## config.mk

```make
export PLATFORM = sky130hd
export DESIGN_NAME = rv32i_host_loader
export DESIGN_NICKNAME = d
export VERILOG_FILES = /design/src/rtl/rv32i_host_loader.sv
export SDC_FILE = /design/constraint.sdc
export NUM_CORES = 1
export LEC_CHECK = 0
export BUFFER_PORTS_ARGS = -buffer_cell sky130_fd_sc_hd__buf_4
export CAP_MARGIN = 5
export CORE_UTILIZATION = 40
export DETAILED_ROUTE_END_ITERATION = 10
export PLACE_DENSITY_LB_ADDON = 0.2
export SLEW_MARGIN = 20
export SYNTH_ARGS = -nofsm -noshare
export SYNTH_HDL_FRONTEND = slang
export SYNTH_SLANG_ARGS = --single-unit
export TNS_END_PERCENT = 30
```

## constraint.sdc

```tcl
create_clock -name clk -period 3.9 [get_ports clk]
set_input_delay 0.39 -clock clk [delete_from_list [all_inputs] [get_ports clk]]
set_output_delay 0.39 -clock clk [all_outputs]
set_load 0.1 [all_outputs]
```

## src/rtl/rv32i_host_loader.sv

```systemverilog
// Host-side boot controller for the RV32I single-cycle core.
// Streams {addr,data} records into data memory (LDM) and then instruction
// memory (CFG), starts the core, waits for the final jr ra, then polls a
// completion word in data memory. A cycle budget bounds the run and poll time.
module rv32i_host_loader #(
  parameter int unsigned LDM_COUNT      = 18,
  parameter int unsigned CFG_COUNT      = 64,
  parameter logic [31:0] DONE_ADDR      = 32'h0000_0000,
  parameter logic [31:0] DONE_VALUE     = 32'h0000_0001,
  parameter int unsigned TIMEOUT_CYCLES = 1000000
) (
  input  logic        clk,
  input  logic        rst_n,
  input  logic        go_in,
  input  logic        rec_valid_in,
  output logic        rec_ready_out,
  input  logic [63:0] rec_data_in,
  output logic        LDM_wea_out,
  output logic [31:0] LDM_addra_out,
  output logic [31:0] LDM_dina_out,
  input  logic [31:0] LDM_douta_in,
  output logic        CFG_wea_out,
  output logic [31:0] CFG_addr_out,
  output logic [31:0] CFG_dina_out,
  input  logic        Met_jr_ra_in,
  output logic        start_out,
  output logic        busy_out,
  output logic        done_out,
  output logic        timeout_out
);

  // Record counter is shared by both load phases, so size it for the larger.
  localparam int unsigned MAXC = (LDM_COUNT > CFG_COUNT) ? LDM_COUNT : CFG_COUNT;
  localparam int unsigned RCW  = (MAXC < 2) ? 1 : $clog2(MAXC + 1);
  localparam int unsigned TW   = $clog2(TIMEOUT_CYCLES + 1);

  // Index of the final record of each phase. A zero-count phase is never
  // entered, so the wrapped value for a count of 0 is never compared.
  localparam logic [RCW-1:0] LDM_LAST  = RCW'(LDM_COUNT - 1);
  localparam logic [RCW-1:0] CFG_LAST  = RCW'(CFG_COUNT - 1);
  localparam logic [TW-1:0]  TMO_LIMIT = TW'(TIMEOUT_CYCLES);

  typedef enum logic [3:0] {
    S_IDLE,
    S_LOAD_LDM,
    S_GAP_LDM,
    S_LOAD_CFG,
    S_GAP_CFG,
    S_RUN,
    S_POLL_WAIT,
    S_POLL_CHK,
    S_DONE,
    S_TIMEOUT
  } state_e;

  typedef struct packed {
    logic [31:0] addr;
    logic [31:0] data;
  } rec_t;

  // First state after go, skipping empty phases.
  localparam state_e FIRST_STATE = (LDM_COUNT != 0) ? S_LOAD_LDM :
                                   (CFG_COUNT != 0) ? S_LOAD_CFG : S_RUN;
  // State following the LDM gap cycle.
  localparam state_e AFTER_LDM   = (CFG_COUNT != 0) ? S_LOAD_CFG : S_RUN;

  state_e          state_q, state_d;
  logic [RCW-1:0]  rec_cnt_q, rec_cnt_d;
  logic [TW-1:0]   tmo_cnt_q, tmo_cnt_d;
  logic            met_q, met_d;

  logic            ldm_wea_q, ldm_wea_d;
  logic [31:0]     ldm_addr_q, ldm_addr_d;
  logic [31:0]     ldm_din_q, ldm_din_d;
  logic            cfg_wea_q, cfg_wea_d;
  logic [31:0]     cfg_addr_q, cfg_addr_d;
  logic [31:0]     cfg_din_q, cfg_din_d;
  logic            start_q, start_d;
  logic            busy_q, busy_d;
  logic            done_q, done_d;
  logic            timeout_q, timeout_d;

  rec_t            rec;
  logic            accept;
  logic            in_run;
  logic            poll_hit;
  logic [TW-1:0]   tmo_inc;

  assign rec = rec_t'(rec_data_in);

  // Ready is the only combinational output: it is a pure state decode.
  assign rec_ready_out = (state_q == S_LOAD_LDM) || (state_q == S_LOAD_CFG);
  assign accept        = rec_valid_in && rec_ready_out;

  // Run-time states share the timeout budget.
  assign in_run   = (state_q == S_RUN) || (state_q == S_POLL_WAIT) ||
                    (state_q == S_POLL_CHK);
  assign tmo_inc  = tmo_cnt_q + TW'(1);
  assign poll_hit = (state_q == S_POLL_CHK) && (LDM_douta_in == DONE_VALUE);

  // Next-state, counters and registered port values.
  always_comb begin
    state_d    = state_q;
    rec_cnt_d  = rec_cnt_q;
    tmo_cnt_d  = tmo_cnt_q;
    met_d      = met_q;
    ldm_wea_d  = 1'b0;
    ldm_addr_d = ldm_addr_q;
    ldm_din_d  = ldm_din_q;
    cfg_wea_d  = 1'b0;
    cfg_addr_d = cfg_addr_q;
    cfg_din_d  = cfg_din_q;

    case (state_q)
      S_IDLE, S_DONE, S_TIMEOUT: begin
        if (go_in) begin
          state_d   = FIRST_STATE;
          rec_cnt_d = '0;
          tmo_cnt_d = '0;
          met_d     = 1'b0;
        end
      end
      S_LOAD_LDM: begin
        if (accept) begin
          ldm_wea_d  = 1'b1;
          ldm_addr_d = rec.addr;
          ldm_din_d  = rec.data;
          if (rec_cnt_q == LDM_LAST) begin
            rec_cnt_d = '0;
            state_d   = S_GAP_LDM;
          end else begin
            rec_cnt_d = rec_cnt_q + RCW'(1);
          end
        end
      end
      // Last LDM write is on the bus; keeps the two write ports apart.
      S_GAP_LDM: state_d = AFTER_LDM;
      S_LOAD_CFG: begin
        if (accept) begin
          cfg_wea_d  = 1'b1;
          cfg_addr_d = rec.addr;
          cfg_din_d  = rec.data;
          if (rec_cnt_q == CFG_LAST) begin
            rec_cnt_d = '0;
            state_d   = S_GAP_CFG;
          end else begin
            rec_cnt_d = rec_cnt_q + RCW'(1);
          end
        end
      end
      S_GAP_CFG: state_d = S_RUN;
      S_RUN: begin
        tmo_cnt_d = tmo_inc;
        if (Met_jr_ra_in || met_q) begin
          met_d      = 1'b1;
          ldm_addr_d = DONE_ADDR;
          state_d    = S_POLL_WAIT;
        end
      end
      // Address already presented; douta is valid in the following cycle.
      S_POLL_WAIT: begin
        tmo_cnt_d = tmo_inc;
        state_d   = S_POLL_CHK;
      end
      S_POLL_CHK: begin
        tmo_cnt_d = tmo_inc;
        state_d   = S_POLL_WAIT;
      end
      default: state_d = S_IDLE;
    endcase

    // Budget exhausted aborts the run, but a completion seen in the same
    // cycle takes priority.
    if (in_run && (tmo_inc == TMO_LIMIT)) state_d = S_TIMEOUT;
    if (poll_hit) state_d = S_DONE;
  end

  // Status outputs are registered decodes of the next state, so start is
  // already high in the first RUN cycle and the flags are sticky until go.
  always_comb begin
    start_d   = (state_d == S_RUN) || (state_d == S_POLL_WAIT) ||
                (state_d == S_POLL_CHK);
    busy_d    = !((state_d == S_IDLE) || (state_d == S_DONE) ||
                  (state_d == S_TIMEOUT));
    done_d    = (state_d == S_DONE);
    timeout_d = (state_d == S_TIMEOUT);
  end

  // State register and all registered outputs; reset aborts everything.
  always_ff @(posedge clk or negedge rst_n) begin
    if (!rst_n) begin
      state_q    <= S_IDLE;
      rec_cnt_q  <= '0;
      tmo_cnt_q  <= '0;
      met_q      <= 1'b0;
      ldm_wea_q  <= 1'b0;
      ldm_addr_q <= '0;
      ldm_din_q  <= '0;
      cfg_wea_q  <= 1'b0;
      cfg_addr_q <= '0;
      cfg_din_q  <= '0;
      start_q    <= 1'b0;
      busy_q     <= 1'b0;
      done_q     <= 1'b0;
      timeout_q  <= 1'b0;
    end else begin
      state_q    <= state_d;
      rec_cnt_q  <= rec_cnt_d;
      tmo_cnt_q  <= tmo_cnt_d;
      met_q      <= met_d;
      ldm_wea_q  <= ldm_wea_d;
      ldm_addr_q <= ldm_addr_d;
      ldm_din_q  <= ldm_din_d;
      cfg_wea_q  <= cfg_wea_d;
      cfg_addr_q <= cfg_addr_d;
      cfg_din_q  <= cfg_din_d;
      start_q    <= start_d;
      busy_q     <= busy_d;
      done_q     <= done_d;
      timeout_q  <= timeout_d;
    end
  end

  assign LDM_wea_out   = ldm_wea_q;
  assign LDM_addra_out = ldm_addr_q;
  assign LDM_dina_out  = ldm_din_q;
  assign CFG_wea_out   = cfg_wea_q;
  assign CFG_addr_out  = cfg_addr_q;
  assign CFG_dina_out  = cfg_din_q;
  assign start_out     = start_q;
  assign busy_out      = busy_q;
  assign done_out      = done_q;
  assign timeout_out   = timeout_q;

endmodule

```

==> flow_metrics.py <==
metrics = {
    "die": {
        "die_h_um": 136,
        "row_count": 48,
        "die_area_um2": 18500,
        "ios": 236,
        "fp.dieW_um": 136,
        "initial_core_util": 0.412,
        "coreArea_um2": 17400,
    },
    "drt": {
        "dr_total_vias": 6003,
        "dr.pass1.iters": 5,
        "drt_wl_total_um": 19900,
        "drc": 0,
        "routedWlPerCell_um": 17.1,
        "first_iter_violations": 303,
        "ant_nets": 0,
        "viasPerCell": 5.18,
    },
    "place": {
        "dp_hpwl_um": 13900,
        "gp_congestion": 0.814,
        "dpl_cell_area_um2": 9160,
        "io_buffers": 235,
    },
    "synth": {
        "synth_top_area_frac": 0.579,
        "synthFlopType": "dfrtp_1",
        "avgSynthCellArea_um2": 10.3,
        "yosys.cell_types.count": 56,
        "synth_area_leaders": "dfrtp_1 58%, mux2_2 10%, nand2_1 9.7%",
        "netlist_area_um2": 7170,
        "synth_edf_count": 0,
        "synth_area_leader_cell": "dfrtp_1",
        "synthCells": 696,
        "yosysWarningCount": 0,
        "synthArstFlopShare": 1.00,
        "ys_seq_elements": 166,
        "synth_seq_area_share": 0.579,
        "synth_nets": 800,
    },
    "setup_path": {
        "cp.arrival_ns": 2.98,
        "rr_startpoint": "tmo_cnt_q[0]$_DFFE_PN0P_",
        "crit_buf_inv": 0,
        "crit_start": "tmo_cnt_q[0]$_DFFE_PN0P_",
        "reg2reg_depth": 7,
        "crit_path_start_kind": "flop",
        "crit_chain": "ha_1, and4_2, nand2_1, or4_1, a2111o_1, or4_4, and2_4",
        "crit_path_top_delay_cell": "or4_4",
        "crit_type": "flop to flop",
        "worstPathRequired_ns": 4.22,
        "critical_path.top_delay_family": "simple AND/OR/NAND/NOR gates",
        "max_stage_delay_ns": 0.47,
        "path_max_fanout": 7,
        "r2r-end": "state_q[2]$_DFF_PN0_",
        "r2r_slack_ns": 1.24,
        "cp-end-kind": "flop",
    },
    "clock_network": {
        "cts_resized": 0,
        "cts-buffers-inserted": 17,
        "cts_buffer_depth": 2,
        "postCtsHoldBufs": 0,
        "root_buffer": "clkbuf_16",
        "h-tree-depth": 4,
        "clk_pin_slew_ns": 0.07,
        "cts_tree": "yes",
        "cts_num_sinks": 166,
        "postCtsSetupRepairBufs": 0,
        "clock_latency_ns": 0.43,
    },
    "grt": {
        "antenna_found_initial": 0,
        "grt_pass1_vias": 5837,
        "grt_start_max_net_pins": 93,
        "grt_usage": 0.224,
        "overflow": 0,
        "grt_pass1_wl_um": 31700,
    },
    "sta": {
        "drv_slew": 0,
        "hold_violations": 0,
        "tightestPinTransition_ns": 0.976,
        "fin_worst_skew_ns": 0.0123,
        "tns_ns": 0,
        "setup_viol": 0,
        "fin_crit_sh": 0.682,
        "worst_slew_margin_rel": 0.347,
        "fmax_mhz": 376,
        "rsz0062_at_grt": "no",
        "finalCriticalPeriod_ns": 2.66,
    },
    "status": {
        "status": "complete, no violations",
    },
    "final_layout": {
        "nets": 1026,
        "layout_common_cells": "241 x buf_4, 186 x nand2_1, 166 x dfrtp_1",
        "area_delta_synth_final_pct": 35.7,
        "final_common_cell": "buf_4",
        "drive_gt1_frac": 0.376,
        "num_antenna_cells": 0,
        "final.fill_count": 1553,
        "design_area_um2": 9740,
    },
    "min_path": {
        "hold_path_class": "primary input to async pin",
    },
    "job": {
        "drv_cap": 0,
    },
}
[cells in the mapped netlist, drive strengths merged (4+ instances only)]
cell	count
a211o	4
a21oi	10
a31oi	5
and2	4
and3	7
buf	6
clkbuf	30
dfrtp	166
inv	6
mux2	64
nand2	186
nand2b	6
nand3	50
nand4	8
nor2	31
nor2b	5
nor3	6
nor4	11
o21ai	40
o31ai	11
[routing by layer]
metal  GRT usage  routed length [um]  vias up
li1            -                   -     2872
met1       0.303                8730     2935
met2       0.343                9480      173
met3      0.0686                1350       23
met4      0.0722                 314        0
met5           0                   0        -
[cells by family after synthesis]
kind of cell | share of synthesized area
simple gates | 0.205
flops | 0.579
compound gates | 0.0785
mux | 0.105
buf+inv | 0.0241
xor+xnor | 0.00366
fa+ha+maj | 0.00523
[worst max-delay path by stage]
stage                                    end  slack (ns)  depth (start not counted)
floorplan           rec_cnt_q[3]$_DFFE_PN0P_        1.35                          7
CTS                     state_q[2]$_DFF_PN0_        1.27                          7
global route            state_q[2]$_DFF_PN0_        1.11                          7
global placement        state_q[2]$_DFF_PN0_        1.34                          7
detailed placement      state_q[2]$_DFF_PN0_        1.30                          7
finish                  state_q[2]$_DFF_PN0_        1.24                          7
[state kept, by name (all words and copies together), names as in the netlist, 4 cells and up]
name and flops:
rec_cnt_q 7, LDM_dina_out 32, state_q 4, tmo_cnt_q 20, CFG_dina_out 32, CFG_addr_out 32
LDM_addra_out 32
[per-stage QoR]
stage / utilization / setup WS, ns / hold slack (ns) / cells
2_1_floorplan: - / 1.35 / 0.0944 / 696
3_3_place_gp: 0.526 / 1.34 / 0.451 / 1128
3_5_place_dp: 0.526 / 1.30 / 0.457 / 1128
4_1_cts: 0.559 / 1.27 / 0.0650 / 1160
5_1_grt: 0.559 / 1.11 / 0.0955 / 1160
6_report: 0.559 / 1.24 / 0.0169 / 1160
[final cells by class]
type | count | area [um^2] | share of cell area
clock buffers | 18 | 429 | 0.0441
clock inverters | 14 | 144 | 0.0148
inverters | 7 | 26.3 | 0.00270
multi-input cells | 487 | 2860 | 0.294
flip-flops and latches | 166 | 4150 | 0.427
well taps | 225 | 282 | 0.0289
repair buffers | 243 | 1840 | 0.189
Power is not shown: default switching activity piles up to over one toggle a cycle in this logic, so the estimate is an artifact.
